`config.mk`:
```
export PLATFORM = sky130hd
export DESIGN_NAME = vote_tally_engine_flat
export DESIGN_NICKNAME = d
export VERILOG_FILES = /design/src/rtl/vote_tally_if.sv /design/src/rtl/vote_tally_engine.sv /design/src/flat_wrapper.sv
export SDC_FILE = /design/constraint.sdc
export NUM_CORES = 1
export LEC_CHECK = 0
export ABC_CLOCK_PERIOD_IN_PS = 3200
export BUFFER_PORTS_ARGS = -buffer_cell sky130_fd_sc_hd__buf_2
export CAP_MARGIN = 40
export CORE_ASPECT_RATIO = 1.75
export CORE_MARGIN = 2
export CORE_UTILIZATION = 56
export CTS_CLUSTER_SIZE = 14
export DETAILED_ROUTE_END_ITERATION = 8
export GPL_ROUTABILITY_DRIVEN = 0
export PLACE_DENSITY = 0.8
export REMOVE_ABC_BUFFERS = 1
export SLEW_MARGIN = 20
export SYNTH_ARGS = -nofsm -noshare
export SYNTH_HDL_FRONTEND = slang
export SYNTH_SLANG_ARGS = --single-unit
```
`constraint.sdc`:
```
create_clock -name clk -period 3.2 [get_ports clk]
set_clock_uncertainty 0.1 [all_clocks]
set_input_delay 0.32 -clock clk [delete_from_list [all_inputs] [get_ports clk]]
set_output_delay 0.32 -clock clk [all_outputs]
set_load 0.005 [all_outputs]
```
`src/rtl/vote_tally_if.sv`:
```
// Ballot-unit / readout bundle for the vote tally engine.
// The master drives ballot controls; the slave returns status and results.
interface vote_tally_if #(
    parameter int NUM_CAND = 4,
    parameter int CNT_W    = 8,
    parameter int IDX_W    = 2,
    parameter int TOT_W    = 10
);
    logic [1:0]                mode;
    logic                      arm;
    logic                      vote_valid;
    logic [NUM_CAND-1:0]       vote_in;

    logic                      armed;
    logic                      vote_accepted;
    logic                      vote_rejected;
    logic                      tally_valid;
    logic [NUM_CAND*CNT_W-1:0] count_bus;
    logic [IDX_W-1:0]          winner_idx;
    logic [CNT_W-1:0]          winner_count;
    logic                      tie;
    logic [TOT_W-1:0]          total_votes;
    logic                      overflow;

    modport master (
        output mode, arm, vote_valid, vote_in,
        input  armed, vote_accepted, vote_rejected, tally_valid,
        input  count_bus, winner_idx, winner_count, tie,
        input  total_votes, overflow
    );

    modport slave (
        input  mode, arm, vote_valid, vote_in,
        output armed, vote_accepted, vote_rejected, tally_valid,
        output count_bus, winner_idx, winner_count, tie,
        output total_votes, overflow
    );
endinterface

```
`src/rtl/vote_tally_engine.sv`:
```
// Multi-candidate voting engine: armed one-vote ballots, saturating
// counters and a sequential tally scan reporting winner and tie.
module vote_tally_engine #(
    parameter int NUM_CAND = 4,
    parameter int CNT_W    = 8,
    parameter int IDX_W    = 2,
    parameter int TOT_W    = 10
) (
    input logic         clk,
    input logic         reset,
    vote_tally_if.slave bus
);
    typedef enum logic [1:0] {IDLE, ARMED, SCAN, DONE} state_t;

    localparam logic [1:0] M_CAST  = 2'b01;
    localparam logic [1:0] M_TALLY = 2'b10;
    localparam logic [1:0] M_CLEAR = 2'b11;
    localparam logic [IDX_W:0] LAST = (IDX_W+1)'(NUM_CAND);

    state_t state, state_next;

    logic [CNT_W-1:0] cnt [NUM_CAND];
    logic [TOT_W-1:0] total;
    logic             ovf;
    logic             acc_pulse;
    logic             rej_pulse;

    logic [IDX_W:0]   scan_idx;
    logic [CNT_W-1:0] max_cnt;
    logic [CNT_W-1:0] cur_cnt;
    logic [IDX_W-1:0] win;
    logic             tie_flag;

    logic one_hot;
    logic accept;
    logic reject;
    logic clear;
    logic scan_start;
    logic scan_step;
    logic done;

    always_comb begin
        one_hot = (bus.vote_in != '0) &&
                  ((bus.vote_in & (bus.vote_in - NUM_CAND'(1))) == '0);
    end

    always_ff @(posedge clk) begin
        if (reset) state <= IDLE;
        else       state <= state_next;
    end

    // Mode is checked ahead of the ballot strobe so a mode change disarms.
    always_comb begin
        state_next = state;
        accept     = 1'b0;
        reject     = 1'b0;
        clear      = 1'b0;
        scan_start = 1'b0;
        scan_step  = 1'b0;
        unique case (state)
            IDLE: begin
                if (bus.mode == M_CAST && bus.arm) begin
                    state_next = ARMED;
                end else if (bus.mode == M_TALLY) begin
                    state_next = SCAN;
                    scan_start = 1'b1;
                end else if (bus.mode == M_CLEAR) begin
                    clear = 1'b1;
                end
            end
            ARMED: begin
                if (bus.mode != M_CAST) begin
                    state_next = IDLE;
                end else if (bus.vote_valid) begin
                    if (one_hot) begin
                        accept     = 1'b1;
                        state_next = IDLE;
                    end else begin
                        reject = 1'b1;
                    end
                end
            end
            SCAN: begin
                if (bus.mode != M_TALLY) state_next = IDLE;
                else if (scan_idx == LAST) state_next = DONE;
                else scan_step = 1'b1;
            end
            DONE: begin
                if (bus.mode != M_TALLY) state_next = IDLE;
            end
            default: state_next = IDLE;
        endcase
    end

    always_comb begin
        cur_cnt = '0;
        for (int i = 0; i < NUM_CAND; i++) begin
            if (scan_idx == (IDX_W+1)'(i)) cur_cnt = cnt[i];
        end
    end

    always_ff @(posedge clk) begin
        if (reset) begin
            for (int i = 0; i < NUM_CAND; i++) cnt[i] <= '0;
            total     <= '0;
            ovf       <= 1'b0;
            acc_pulse <= 1'b0;
            rej_pulse <= 1'b0;
            scan_idx  <= '0;
            max_cnt   <= '0;
            win       <= '0;
            tie_flag  <= 1'b0;
        end else begin
            acc_pulse <= accept;
            rej_pulse <= reject;
            if (clear) begin
                for (int i = 0; i < NUM_CAND; i++) cnt[i] <= '0;
                total <= '0;
                ovf   <= 1'b0;
            end else if (accept) begin
                for (int i = 0; i < NUM_CAND; i++) begin
                    if (bus.vote_in[i]) begin
                        if (&cnt[i]) ovf <= 1'b1;
                        else cnt[i] <= cnt[i] + CNT_W'(1);
                    end
                end
                if (&total) ovf <= 1'b1;
                else total <= total + TOT_W'(1);
            end
            // Strict greater-than keeps the lowest index on equal counts.
            if (scan_start) begin
                scan_idx <= '0;
                max_cnt  <= '0;
                win      <= '0;
                tie_flag <= 1'b0;
            end else if (scan_step) begin
                scan_idx <= scan_idx + (IDX_W+1)'(1);
                if (cur_cnt > max_cnt) begin
                    max_cnt  <= cur_cnt;
                    win      <= scan_idx[IDX_W-1:0];
                    tie_flag <= 1'b0;
                end else if (cur_cnt == max_cnt && scan_idx != '0) begin
                    tie_flag <= 1'b1;
                end
            end
        end
    end

    assign done = (state == DONE);

    always_comb begin
        bus.count_bus = '0;
        for (int i = 0; i < NUM_CAND; i++) begin
            bus.count_bus[i*CNT_W +: CNT_W] = done ? cnt[i] : '0;
        end
    end

    assign bus.armed         = (state == ARMED);
    assign bus.tally_valid   = done;
    assign bus.winner_idx    = done ? win : '0;
    assign bus.winner_count  = done ? max_cnt : '0;
    assign bus.tie           = done & tie_flag;
    assign bus.vote_accepted = acc_pulse;
    assign bus.vote_rejected = rej_pulse;
    assign bus.total_votes   = total;
    assign bus.overflow      = ovf;
endmodule

```
`src/flat_wrapper.sv`:
```
// flat-port wrapper written by rule: the top's interface ports become plain ports
module vote_tally_engine_flat 
#(
    parameter int NUM_CAND = 4,
    parameter int CNT_W    = 8,
    parameter int IDX_W    = 2,
    parameter int TOT_W    = 10
)
  (clk, reset, bus_mode, bus_arm, bus_vote_valid, bus_vote_in, bus_armed, bus_vote_accepted, bus_vote_rejected, bus_tally_valid, bus_count_bus, bus_winner_idx, bus_winner_count, bus_tie, bus_total_votes, bus_overflow);
  vote_tally_if #(.NUM_CAND(NUM_CAND), .CNT_W(CNT_W), .IDX_W(IDX_W), .TOT_W(TOT_W)) bus_i ();
  input logic clk;
  input logic reset;
  input wire logic [$bits(bus_i.mode)-1:0] bus_mode;
  input wire logic [$bits(bus_i.arm)-1:0] bus_arm;
  input wire logic [$bits(bus_i.vote_valid)-1:0] bus_vote_valid;
  input wire logic [$bits(bus_i.vote_in)-1:0] bus_vote_in;
  output wire logic [$bits(bus_i.armed)-1:0] bus_armed;
  output wire logic [$bits(bus_i.vote_accepted)-1:0] bus_vote_accepted;
  output wire logic [$bits(bus_i.vote_rejected)-1:0] bus_vote_rejected;
  output wire logic [$bits(bus_i.tally_valid)-1:0] bus_tally_valid;
  output wire logic [$bits(bus_i.count_bus)-1:0] bus_count_bus;
  output wire logic [$bits(bus_i.winner_idx)-1:0] bus_winner_idx;
  output wire logic [$bits(bus_i.winner_count)-1:0] bus_winner_count;
  output wire logic [$bits(bus_i.tie)-1:0] bus_tie;
  output wire logic [$bits(bus_i.total_votes)-1:0] bus_total_votes;
  output wire logic [$bits(bus_i.overflow)-1:0] bus_overflow;
  assign bus_i.mode = bus_mode;
  assign bus_i.arm = bus_arm;
  assign bus_i.vote_valid = bus_vote_valid;
  assign bus_i.vote_in = bus_vote_in;
  assign bus_armed = bus_i.armed;
  assign bus_vote_accepted = bus_i.vote_accepted;
  assign bus_vote_rejected = bus_i.vote_rejected;
  assign bus_tally_valid = bus_i.tally_valid;
  assign bus_count_bus = bus_i.count_bus;
  assign bus_winner_idx = bus_i.winner_idx;
  assign bus_winner_count = bus_i.winner_count;
  assign bus_tie = bus_i.tie;
  assign bus_total_votes = bus_i.total_votes;
  assign bus_overflow = bus_i.overflow;
  vote_tally_engine #(.NUM_CAND(NUM_CAND), .CNT_W(CNT_W), .IDX_W(IDX_W), .TOT_W(TOT_W)) u_core (.clk(clk), .reset(reset), .bus(bus_i));
endmodule
```
# == Yosys cells after proc, flatten, opt, wreduce, memory -nomap -nowiden ==
# Memories as Yosys holds them, arrays and structs flattened.
# Cells that the tools add are included.
# classes
order_cmp,1
addsub,7
bitwise,13
n_eq_ne,18
mux,82
n_reduce_logical,21
# op_table
operator,n
$mux 8,17
$mux 1,55
$add 8x1->8 const B,4
$reduce_and 8->1,4
$mux 2,9
$add 10x1->10 const B,1
$reduce_and 10->1,1
$ne 3x1->1 const B,3
$eq 2x2->1 const B,4
$eq 8x8->1,1
$gt 8x8->1,1
$or 1x1->1,8
$pmux 2 s4,1
$eq 3x2->1 const B,2
$reduce_and 2->1,3
$reduce_and 5->1,1
$and 4x4->4,1
$eq 2x1->1 const B,2
$logic_not 4->1,1
$ne 2x2->1 const B,2
$reduce_bool 4->1,1
$reduce_or 2->1,2
$reduce_or 4->1,1
$sub 4x1->4 const B,1
12 further kinds,16
# word_totals
memories,1
out_inout_bits,58
ramBits,32
reg_bits,29
elab_cells,152
inputBits,10
# mem_list
memory,words,width,rd,rd_ports_with_merged_regs,write_ports,line_no,source
u_core.cnt,4,8,4,0,4,vote_tally_engine.sv:22,logic [CNT_W-1:0] cnt [NUM_CAND];

# == Depth between registers and ports, before layout ==
# logic_depth
word_depth,13
mapped_depth,13
mapped_depth_nobuf,11

# == Worst setup path before layout ==
# No wires, ideal clock.
# synth_timing
path_kind,reg2reg
start,register u_core.scan_idx[0]
end,register u_core.max_cnt[2]
arrival_time_ns,2.677
path_slack_ns,0.295
setup_time_ns,0.128
t_required_ns,2.972
synth_period_minus_slack_ns,2.905
stages_incl_launch_ff,14
path_cell_list,dfxtp_1 -> inv_1 -> ha_1 -> clkbuf_1 -> a21oi_1 -> o21ai_0 -> a32o_1 -> ha_1 -> nand3_1 -> a211oi_1 -> o211a_2 -> buf_2 -> mux2i_1 -> nor2_1
# synth_via
elab_chain_len,7
# synth_rtl
element,line_no,source
"start, declared",vote_tally_engine.sv:28,logic [IDX_W:0] scan_idx;
"start signal, assigned",vote_tally_engine.sv:137,scan_idx <= scan_idx + (IDX_W+1)'(1);
$logic_not 3->1,vote_tally_engine.sv:98,if (scan_idx == (IDX_W+1)'(i)) cur_cnt = cnt[i];
$mux 8 (3 in series),vote_tally_engine.sv:98,
$mux 8 *,vote_tally_engine.sv:98,
net u_core.cur_cnt[3],vote_tally_engine.sv:30,logic [CNT_W-1:0] cur_cnt;
$gt 8x8->1 *,vote_tally_engine.sv:138,if (cur_cnt > max_cnt) begin
$reduce_and 2->1 (no line) *,n/a,
"end signal, assigned",vote_tally_engine.sv:139,max_cnt <= cur_cnt;
"end, declared",vote_tally_engine.sv:29,logic [CNT_W-1:0] max_cnt;
# The timed path passes the listed nets; every way through them passes the cells marked *.
# A chain may end at the register's enable or synchronous reset.

# == Final worst setup path ==
# layout_timing
start,register u_core.scan_idx[0]
end,register u_core.max_cnt[6]
# The elaborated chain is that of the path after synthesis.

==> run summary <==
vias in the first global route = 3326
Routed WL = 9620 µm
CTS root buffer = clkbuf_16
# hold bufs at CTS = 0
Peak VDD IR = 0.000409 V
CP most frequent cell = ha_1
commonest non-fill, non-tap cell in the layout = buf_2
critical-path maximum fanout = 12
setup violators final = 0
HPWL after detailed placement = 7100 µm
GRT Total Usage = 27.5%
Synth warnings = 0
WL met2 = 5050 µm
WP data arrival = 2.99 ns
met1 WL = 3730 µm
Distinct cells, synth = 52
starting DRC count in detailed routing = 358
synthesis-to-layout area growth = 17.7%
Main synth FF type = dfxtp_1
main combinational cell family by area after synthesis = simple AND/OR/NAND/NOR gates
status = finished, final reports clean
antenna violations before repair = 0
DR DRC count = 0
Tightest Pin Transition = 0.835 ns
core area = 6540 µm²
PortBufs = 67
Starting Density = 58.3%
TritonCTS clock tree = done
Rel. slew slack = 43.9%
Final nets = 534
die area = 7510 µm²
post-synthesis adder-cell area fraction = 5.91%
footprint of the multi-input gates = 2190 µm²
Hold Crit Class = input port to flop
DR vias = 3567
sequential share of the synthesized area = 38.4%
register area = 1460 µm²
Req. time, crit path = 3.30 ns
Tcrit/Tclk final = 90.2%
Avg WL per Cell = 16.2 µm
I/O pins = 68
Cells after Synth = 441
Die Height = 113 µm
fraction of registers with async set or reset after synthesis = 0%
cell taking the most area after synthesis = dfxtp_1
P per Cell Area = 474 nW/µm²
largest net degree at the start of global routing = 44
Num Clock Sinks = 61
Synth Area per Inst = 8.64 µm²
Max-Cap Viols = 0
post-synthesis register bit count = 61
DR WL met3 = 532 µm
Clock Tree Buf Depth = 2
proportion of synthesized area in mux cells = 3.45%
Compound-Gate Fraction of Synth Area = 11.7%
Min Hold Slack = 0.181 ns
fmax = 346 MHz
EDFF count, synth = 24
global-route wire length before repair = 15700 µm
Clk Latency, worst-skew pair = 0.33 ns
1st-pass router iterations = 4
CP max stage cell = dfxtp_1
TritonCTS Buffers = 9
post-CTS setup buffer count = 0
highest routed layer = met4
Setup crit start kind = flop
setup TNS = 0 ns
H-tree depth = 3
clock slew at reported path FFs = 0.05 ns
Filler cells = 558
Area contributors post-synth = dfxtp_1 (19%), edfxtp_1 (19%), and3_1 (8.4%)
site row count = 39
Crit Path Category = flop to flop
gr ovfl total = 0
vias per inst = 6.02
CP Cell Sequence = inv_1 > ha_1 > nand2_1 > o21ai_0 > a32o_1 > ha_1 > nand3_1 > a211oi_1 > o211a_4 > mux2i_1 > nor2_1
# diodes = 0
most frequent cells in the layout = buf_2 (67), nor2_1 (56), and3_1 (51), dfxtp_1 (37), nand2_1 (29)
Slew Viols, Final = 0
DRT antenna net count = 0
Worst Setup End Kind = flop
Leakage = 1.95 nW
layout cells sized above 1 = 19.2%
XOR/XNOR Fraction of Synth Area = 6.67%
Die Wd = 66.4 µm
CP max stage delay = 0.41 ns
final hold viol count = 0
post-route minimum period = 2.89 ns
area fraction of the dominant cell type after synthesis = 19.4%
post-synthesis cell area = 3810 µm²
RSZ-0062 raised after global routing = no
area share of and/or/nand/nor cells after synthesis = 29.4%
area by class of cell:
| type | count | share of cell area [%] |
|---|---|---|
| clock buffers | 12 | 5.27 |
| clock inverters | 4 | 0.335 |
| inverters | 16 | 1.34 |
| multi-input cells | 340 | 48.9 |
| flip-flops and latches | 61 | 32.6 |
| well taps | 82 | 2.29 |
| repair buffers | 78 | 9.32 |
final timing paths:
path	start	endpoint	cells past startpoint	slack, ns
max	u_core.scan_idx[0]	u_core.max_cnt[6]	11	0.31
min	reset	u_core.state[0]	2	0.18
max reg2reg	u_core.scan_idx[0]	u_core.max_cnt[6]	11	0.31
min reg2reg	u_core.win[1]	u_core.win[1]	2	0.40
cell usage after synthesis (4+ instances only):
| cell type | n |
|---|---|
| and3_1 | 51 |
| mux2i_1 | 12 |
| nand3_1 | 24 |
| a211oi_1 | 6 |
| nor2_1 | 57 |
| nand4_1 | 4 |
| nor4_1 | 7 |
| nand2b_1 | 10 |
| nand2_1 | 29 |
| dfxtp_1 | 37 |
| a21oi_1 | 17 |
| clkbuf_1 | 17 |
| a32o_1 | 7 |
| inv_1 | 16 |
| nor4b_1 | 4 |
| o21a_1 | 4 |
| xor2_1 | 14 |
| nor3_1 | 8 |
| o21ai_0 | 16 |
| ha_1 | 18 |
| edfxtp_1 | 24 |
| xnor2_1 | 15 |
power breakdown:
group,switching (mW),internal (mW),leakage (nW)
logic,0.229,0.144,1.27
clock network,0.319,0.512,0.121
registers,0.0707,0.852,0.552
state kept, by name, summed over array words and instances (netlist names):
name	cells
u_core.cnt	32
u_core.bus.total_votes	10
u_core.max_cnt	8
u_core.scan_idx	3
u_core.state	2
u_core.win	2
u_core.bus.overflow	1
u_core.bus.vote_accepted	1
u_core.bus.vote_rejected	1
u_core.tie_flag	1
kinds of logic after synthesis:
group                    count (synthesis)
buffers and inverters                   40
XOR/XNOR                                29
AO/OA/AOI/OAI                           66
flip-flops                              61
multiplexers                            13
adder cells (fa/ha/maj)                 18
AND/OR/NAND/NOR                        214
critical path, delay by kind of cell, from the launching register on:
family | cells | cell delay (ns)
AO/OA/AOI/OAI | 4 | 1.00
adder cells (fa/ha/maj) | 2 | 0.62
buffers and inverters | 1 | 0.10
flip-flops | 1 | 0.41
multiplexers | 1 | 0.21
AND/OR/NAND/NOR | 3 | 0.30
layer usage:
metal  up-vias  track usage, %
met4         0            14.0
met3        26            5.67
met1      1684            31.7
li1       1729               -
met2       128            47.1
met5         -               0
what timing repair did:
action                     CTS  global route
hold endpoints to repair     0             0
setup endpoints to repair    0            10
resized for setup            0             4
through the flow:
step           instances  area (µm²)  util, %  setup slack (ns)  power (mW)
2_1_floorplan        417        3700        -             0.362        1.16
3_3_place_gp         577        4220     64.5             0.268        1.28
3_5_place_dp         577        4220     64.5             0.145        1.30
4_1_cts              593        4470     68.4             0.133        2.13
5_1_grt              593        4480     68.6            0.0551        2.22
6_report             593        4480     68.6             0.313        2.13
Note: power is estimated with default switching activity, not from simulation.
